==> src/rtl/i2s_tx_ctrl.sv <==
// i2s_tx_ctrl: I2S transmit timing and sample scheduler.
// Derives SCLK/LRCLK pin levels and a shift tick from the master clock, buffers one
// stereo sample from a valid/ready source and issues one load strobe per frame.
// Ports:
//   i_clk_12_288, i_reset_n        master clock, async active-low reset
//   i_enable                       run request (level)
//   i_sample_valid/_l/_r           upstream sample, o_sample_ready = holding register empty
//   o_sclk, o_lrclk                I2S pin levels (lrclk 0 = left)
//   o_sclk_tick                    one-cycle shift enable (combinational from the frame counter)
//   o_data_valid, o_audio_l/_r     registered one-cycle load strobe and sample to load
//   o_underrun, o_underrun_cnt     underrun pulse and saturating underrun count
//   o_busy                         state != IDLE
// Build option: define I2S_TX_CTRL_REPEAT_EN to repeat the last sample on underrun
// instead of loading zeros.
module i2s_tx_ctrl #(
    parameter int DATA_BIT         = 16,
    parameter int SCLK_COUNT       = 64,
    parameter int MCLK_LRCLK_RATIO = 256,
    parameter int UNDERRUN_W       = 8
) (
    input  logic                  i_clk_12_288,
    input  logic                  i_reset_n,
    input  logic                  i_enable,
    input  logic                  i_sample_valid,
    input  logic [DATA_BIT-1:0]   i_sample_l,
    input  logic [DATA_BIT-1:0]   i_sample_r,
    output logic                  o_sample_ready,
    output logic                  o_sclk,
    output logic                  o_lrclk,
    output logic                  o_sclk_tick,
    output logic                  o_data_valid,
    output logic [DATA_BIT-1:0]   o_audio_l,
    output logic [DATA_BIT-1:0]   o_audio_r,
    output logic                  o_underrun,
    output logic [UNDERRUN_W-1:0] o_underrun_cnt,
    output logic                  o_busy
);
    localparam int DIV = MCLK_LRCLK_RATIO / SCLK_COUNT;
    localparam int CW  = $clog2(MCLK_LRCLK_RATIO);
    localparam int DW  = $clog2(DIV);
    localparam int BW  = CW - DW;
    localparam logic [CW-1:0] LAST   = CW'(MCLK_LRCLK_RATIO - 1);
    localparam logic [CW-1:0] DECIDE = CW'(MCLK_LRCLK_RATIO - 2);
    localparam logic [BW-1:0] LR_LO  = BW'(SCLK_COUNT / 2 - 1);
    localparam logic [BW-1:0] LR_HI  = BW'(SCLK_COUNT - 2);

    typedef enum logic [1:0] {IDLE, RUN, STOP} state_e;

    state_e                state_q, state_d;
    logic [CW-1:0]         cnt_q, cnt_d;
    logic                  full_q, full_d;
    logic [DATA_BIT-1:0]   hold_l_q, hold_l_d, hold_r_q, hold_r_d;
    logic [DATA_BIT-1:0]   audio_l_q, audio_l_d, audio_r_q, audio_r_d;
    logic [DATA_BIT-1:0]   fill_l, fill_r;
    logic                  dv_q, dv_d, ur_q, ur_d;
    logic [UNDERRUN_W-1:0] ucnt_q, ucnt_d;
    logic                  busy, last, decide, hs;
    logic [BW-1:0]         bit_idx;

`ifdef I2S_TX_CTRL_REPEAT_EN
    assign fill_l = audio_l_q;
    assign fill_r = audio_r_q;
`else
    assign fill_l = '0;
    assign fill_r = '0;
`endif

    assign busy    = state_q != IDLE;
    assign last    = cnt_q == LAST;
    // Loads are only scheduled while running; a STOP frame drains without loading.
    assign decide  = state_q == RUN && cnt_q == DECIDE;
    assign hs      = i_sample_valid && !full_q;
    // DIV is a power of two, so cnt mod DIV and cnt / DIV are plain bit fields.
    assign bit_idx = cnt_q[CW-1:DW];

    assign o_busy         = busy;
    assign o_sample_ready = !full_q;
    assign o_sclk         = busy && cnt_q[DW-1];
    // LRCLK leads the word by one SCLK for the standard I2S one-bit delay.
    assign o_lrclk        = busy && bit_idx >= LR_LO && bit_idx <= LR_HI;
    // No tick on the load cycle, so the serializer never shifts and loads together.
    assign o_sclk_tick    = busy && (&cnt_q[DW-1:0]) && !last;
    assign o_data_valid   = dv_q;
    assign o_audio_l      = audio_l_q;
    assign o_audio_r      = audio_r_q;
    assign o_underrun     = ur_q;
    assign o_underrun_cnt = ucnt_q;

    always_comb begin
        state_d = state_q;
        unique case (state_q)
            IDLE:    if (i_enable) state_d = RUN;
            RUN:     if (!i_enable) state_d = STOP;
            STOP:    if (i_enable) state_d = RUN;
                     else if (last) state_d = IDLE;
            default: state_d = IDLE;
        endcase
    end

    always_comb begin
        cnt_d     = busy ? (last ? '0 : cnt_q + CW'(1)) : '0;
        // A bypass handshake on the decision cycle goes straight to the output.
        full_d    = decide ? 1'b0 : (full_q || hs);
        hold_l_d  = (hs && !decide) ? i_sample_l : hold_l_q;
        hold_r_d  = (hs && !decide) ? i_sample_r : hold_r_q;
        audio_l_d = !decide ? audio_l_q : full_q ? hold_l_q : hs ? i_sample_l : fill_l;
        audio_r_d = !decide ? audio_r_q : full_q ? hold_r_q : hs ? i_sample_r : fill_r;
        dv_d      = decide;
        ur_d      = decide && !full_q && !hs;
        ucnt_d    = (ur_d && !(&ucnt_q)) ? ucnt_q + UNDERRUN_W'(1) : ucnt_q;
    end

    always_ff @(posedge i_clk_12_288 or negedge i_reset_n) begin
        if (!i_reset_n) begin
            state_q   <= IDLE;
            cnt_q     <= '0;
            full_q    <= 1'b0;
            hold_l_q  <= '0;
            hold_r_q  <= '0;
            audio_l_q <= '0;
            audio_r_q <= '0;
            dv_q      <= 1'b0;
            ur_q      <= 1'b0;
            ucnt_q    <= '0;
        end else begin
            state_q   <= state_d;
            cnt_q     <= cnt_d;
            full_q    <= full_d;
            hold_l_q  <= hold_l_d;
            hold_r_q  <= hold_r_d;
            audio_l_q <= audio_l_d;
            audio_r_q <= audio_r_d;
            dv_q      <= dv_d;
            ur_q      <= ur_d;
            ucnt_q    <= ucnt_d;
        end
    end
endmodule

==> config.mk <==
export PLATFORM = sky130hd
export DESIGN_NAME = i2s_tx_ctrl
export DESIGN_NICKNAME = d
export VERILOG_FILES = /design/src/rtl/i2s_tx_ctrl.sv
export SDC_FILE = /design/constraint.sdc
export NUM_CORES = 1
export LEC_CHECK = 0
export ABC_AREA = 1
export CAP_MARGIN = 20
export CORE_MARGIN = 2
export CORE_UTILIZATION = 45
export DETAILED_ROUTE_END_ITERATION = 10
export PLACE_DENSITY = 0.78
export SETUP_SLACK_MARGIN = 0.4
export SLEW_MARGIN = 10
export SYNTH_ARGS = -nofsm -noshare
export SYNTH_HDL_FRONTEND = slang
export SYNTH_SLANG_ARGS = --single-unit
==> constraint.sdc <==
create_clock -name i_clk_12_288 -period 1.8 [get_ports i_clk_12_288]
set_input_delay 0.18 -clock i_clk_12_288 [delete_from_list [all_inputs] [get_ports i_clk_12_288]]
set_output_delay 0.18 -clock i_clk_12_288 [all_outputs]
set_load 0.1 [all_outputs]
==> results.toml <==
[global_routing]
top_usage_layer = "met2"
grt_usage_pct = 20.0
grt_pass1_vias = 3381
grt_util_met2_pct = 33.7
grt_use_met3_pct = 2.95
overflow = 0
grt_pass1_wl_mm = 15.5
grtUsageMet1_pct = 25.9
antenna_found_initial = 0
grt_max_degree = 53

[timing]
setup_violations = 0
fmax_ghz = 0.599
finalMaxSlewViolations = 0
hold_violations = 0
relSlewSlack_pct = 69.5
setup-tns-final_ns = 0
period_share_pct = 92.8
timing.final.ws_setup_ns = 0.130
min_period_ns = 1.67
fin_skew_ns = 0.0110
rsz0062_at_grt = "true"
worst_slew_pin_slew_ns = 0.457

[synthesis]
avgSynthCellArea_sq_um = 8.33
syn_inst = 474
ys_ff_latch = 85
synth_top_area_share_pct = 53.8
yosys.area.top_type = "dfrtp_1"
synth_nets = 513
ys_seq_area_share_pct = 53.8
synth.area.top_cells = "dfrtp_1, nand2_1, o21ai_0"
yosys_warnings = 0
syn_area_sq_um = 3950
synth_cell_types = 29

[placed_design]
placed_cell_area_sq_um = 4930
dp_hpwl_mm = 5.92
gp_congestion = 0.827
post-place-ws_ns = 0.137
port_buffers = 82

[min_path]
hold_path_class = "input port to asynchronous set/reset pin"

[power_and_ir_drop]
p_clk_share_pct = 35.3
pwr-share-seq_pct = 48.9
p_total_w = 0.00432
power_switching_share_pct = 27.8
switchingPower_w = 0.00120
p_comb_share_pct = 15.8
ir_worst_vdd_mv = 0.357
cellPowerDensity_nw_per_um2 = 744
p_leak_nw = 2.91
intPower_w = 0.00312

[setup_path]
cp_top_family = "buffers and inverters"
critPathMostFrequentCell = "buf_12"
cp_max_fo = 8
cp-end-kind = "register"
cpPeakStageDelay_ns = 0.44
cp_cell_sequence = "inv_1 -> ha_2 -> inv_2 -> nor2_4 -> nand3_4 -> buf_12 -> buf_12 -> clkbuf_16 -> nand2_2 -> o21ai_1"
crit_type = "register to register"
critPathArrivalTime_ns = 1.91
critPathSlowestCell = "dfrtp_1"
critPathBufInv = 5
cp.required_ns = 2.04
critPathLaunchType = "register"

[detailed_routing]
vias = 3453
totalWireLength_mm = 9.89
wl_per_cell_um = 14.2
via_per_inst = 4.97
first_pass_iters = 7
route.detailed.drc = 0
drt_iter0_markers = 147
postRouteAntennaNets = 0

[layout]
final_area_sq_um = 5800
ff_latch_area_sq_um = 2150
drive_gt1_share_pct = 30.8
num_antenna_cells = 0
syn2layout_area_growth_pct = 46.9
fillCellCount = 639
multi_input_area_sq_um = 1720
fin_nets = 621

[floorplanning]
core_sq_um = 8640
rows = 34
die_h_um = 97.7
pin_count = 83
die_width_um = 97.7
dieArea_sq_um = 9540
start_util_pct = 45.7

[clocking]
cts_buffers = 9
root_buffer = "clkbuf_8"
clkLatencyLatePin_ns = 0.36
clockBufferDepth = 2
tritoncts = "yes"
clk_pin_slew_ns = 0.10
ctsHtreeMaxLevel = 3
clock_sinks = 85

[flow_run]
cap_violations = 0

[outcome]
outcome = "complete, no violations"
cell usage in the layout (no fill, tap or decap), types with 9 or more instances in the layout:
cell type / n
nand2_1: 102
inv_1: 76
dfrtp_1: 75
buf_4: 60
o21ai_0: 55
clkdlybuf4s50_1: 34
o21ai_1: 23
o21ai_2: 20
nand2_4: 16
buf_12: 14
nand2_2: 13
nor2_1: 11
nand3_1: 10
clkbuf_8: 9
path summary, 6_finish.rpt:
check	start	to	slack [ns]	cells after the start
max	cnt_q[0]	o_audio_r[9]	0.13	10
min	i_reset_n	hold_l_q[2]	0.32	2
max reg2reg	cnt_q[0]	o_audio_r[9]	0.13	10
min reg2reg	o_audio_l[3]	o_audio_l[3]	0.49	2
max in group asynchronous	i_reset_n	o_underrun_cnt[0]	0.82	3
min in group i_clk_12_288	i_sample_l[15]	hold_l_q[15]	0.39	3
cell families after synthesis:
group / count (synthesis) / synth area share, %
AO/OA/AOI/OAI: 105 / 13.3
XOR/XNOR: 8 / 1.77
adder cells (fa/ha/maj): 3 / 0.950
buffers and inverters: 101 / 11.1
flip-flops: 85 / 53.8
AND/OR/NAND/NOR: 172 / 19.0
final cells by class:
type                       instances  share of cell area (%)
multi-input combinational        288                    29.6
clock inverter                     6                    1.62
inverter                          81                    5.39
tap                              108                    2.33
clock buffer                      10                    2.20
timing repair buffer             117                    21.7
sequential                        85                    37.1
power by group through the flow:
stage | Sequential [W] | Combinational (W) | Clock, W
floorplan | 0.00211 | 0.000337 | 0
CTS | 0.00210 | 0.000621 | 0.00153
finish | 0.00211 | 0.000681 | 0.00153
global route | 0.00213 | 0.000759 | 0.00162
global placement | 0.00213 | 0.000553 | 0
detailed placement | 0.00213 | 0.000569 | 0
sequential cells by signal (all words and copies together) (netlist names):
signal	count
o_data_valid	1
cnt_q	8
o_underrun	1
state_q	2
o_audio_r	16
o_audio_l	16
hold_l_q	16
full_q	1
hold_r_q	16
o_underrun_cnt	8
per-stage QoR:
step / instances / utilization [%] / hold WS, ns
4_1_cts: 682 / 62.8 / 0.313
3_5_place_dp: 652 / 57.1 / 0.162
5_1_grt: 695 / 67.2 / 0.370
3_3_place_gp: 652 / 57.1 / 0.155
6_report: 695 / 67.2 / 0.319
2_1_floorplan: 474 / - / -0.116
Yosys cell counts (all sizes together):
cell	number
nand2	132
nand3	12
o21ai	99
xnor2	2
nor3	4
ha	3
buf	12
nor2	20
a21oi	5
nand3b	1
clkbuf	8
xor2	6
nand4	2
dfrtp	85
inv	81
nor4	1
a31oi	1
routing by layer:
layer  vias to the layer above  routed length (um)
li1                       1688                   -
met1                      1653                4180
met2                        97                5150
met3                        15                 412
met4                         0                 143
met5                         -                   0
timing repair:
action,4_1_cts,5_1_grt
endpoints found under the hold margin,33,0
gates resized for setup,27,76
hold buffers,1,0
buffers inserted,11,9
pin swaps,6,19
cloned,2,4
setup endpoints to repair,71,77
Power figures use the tool's default switching activity.
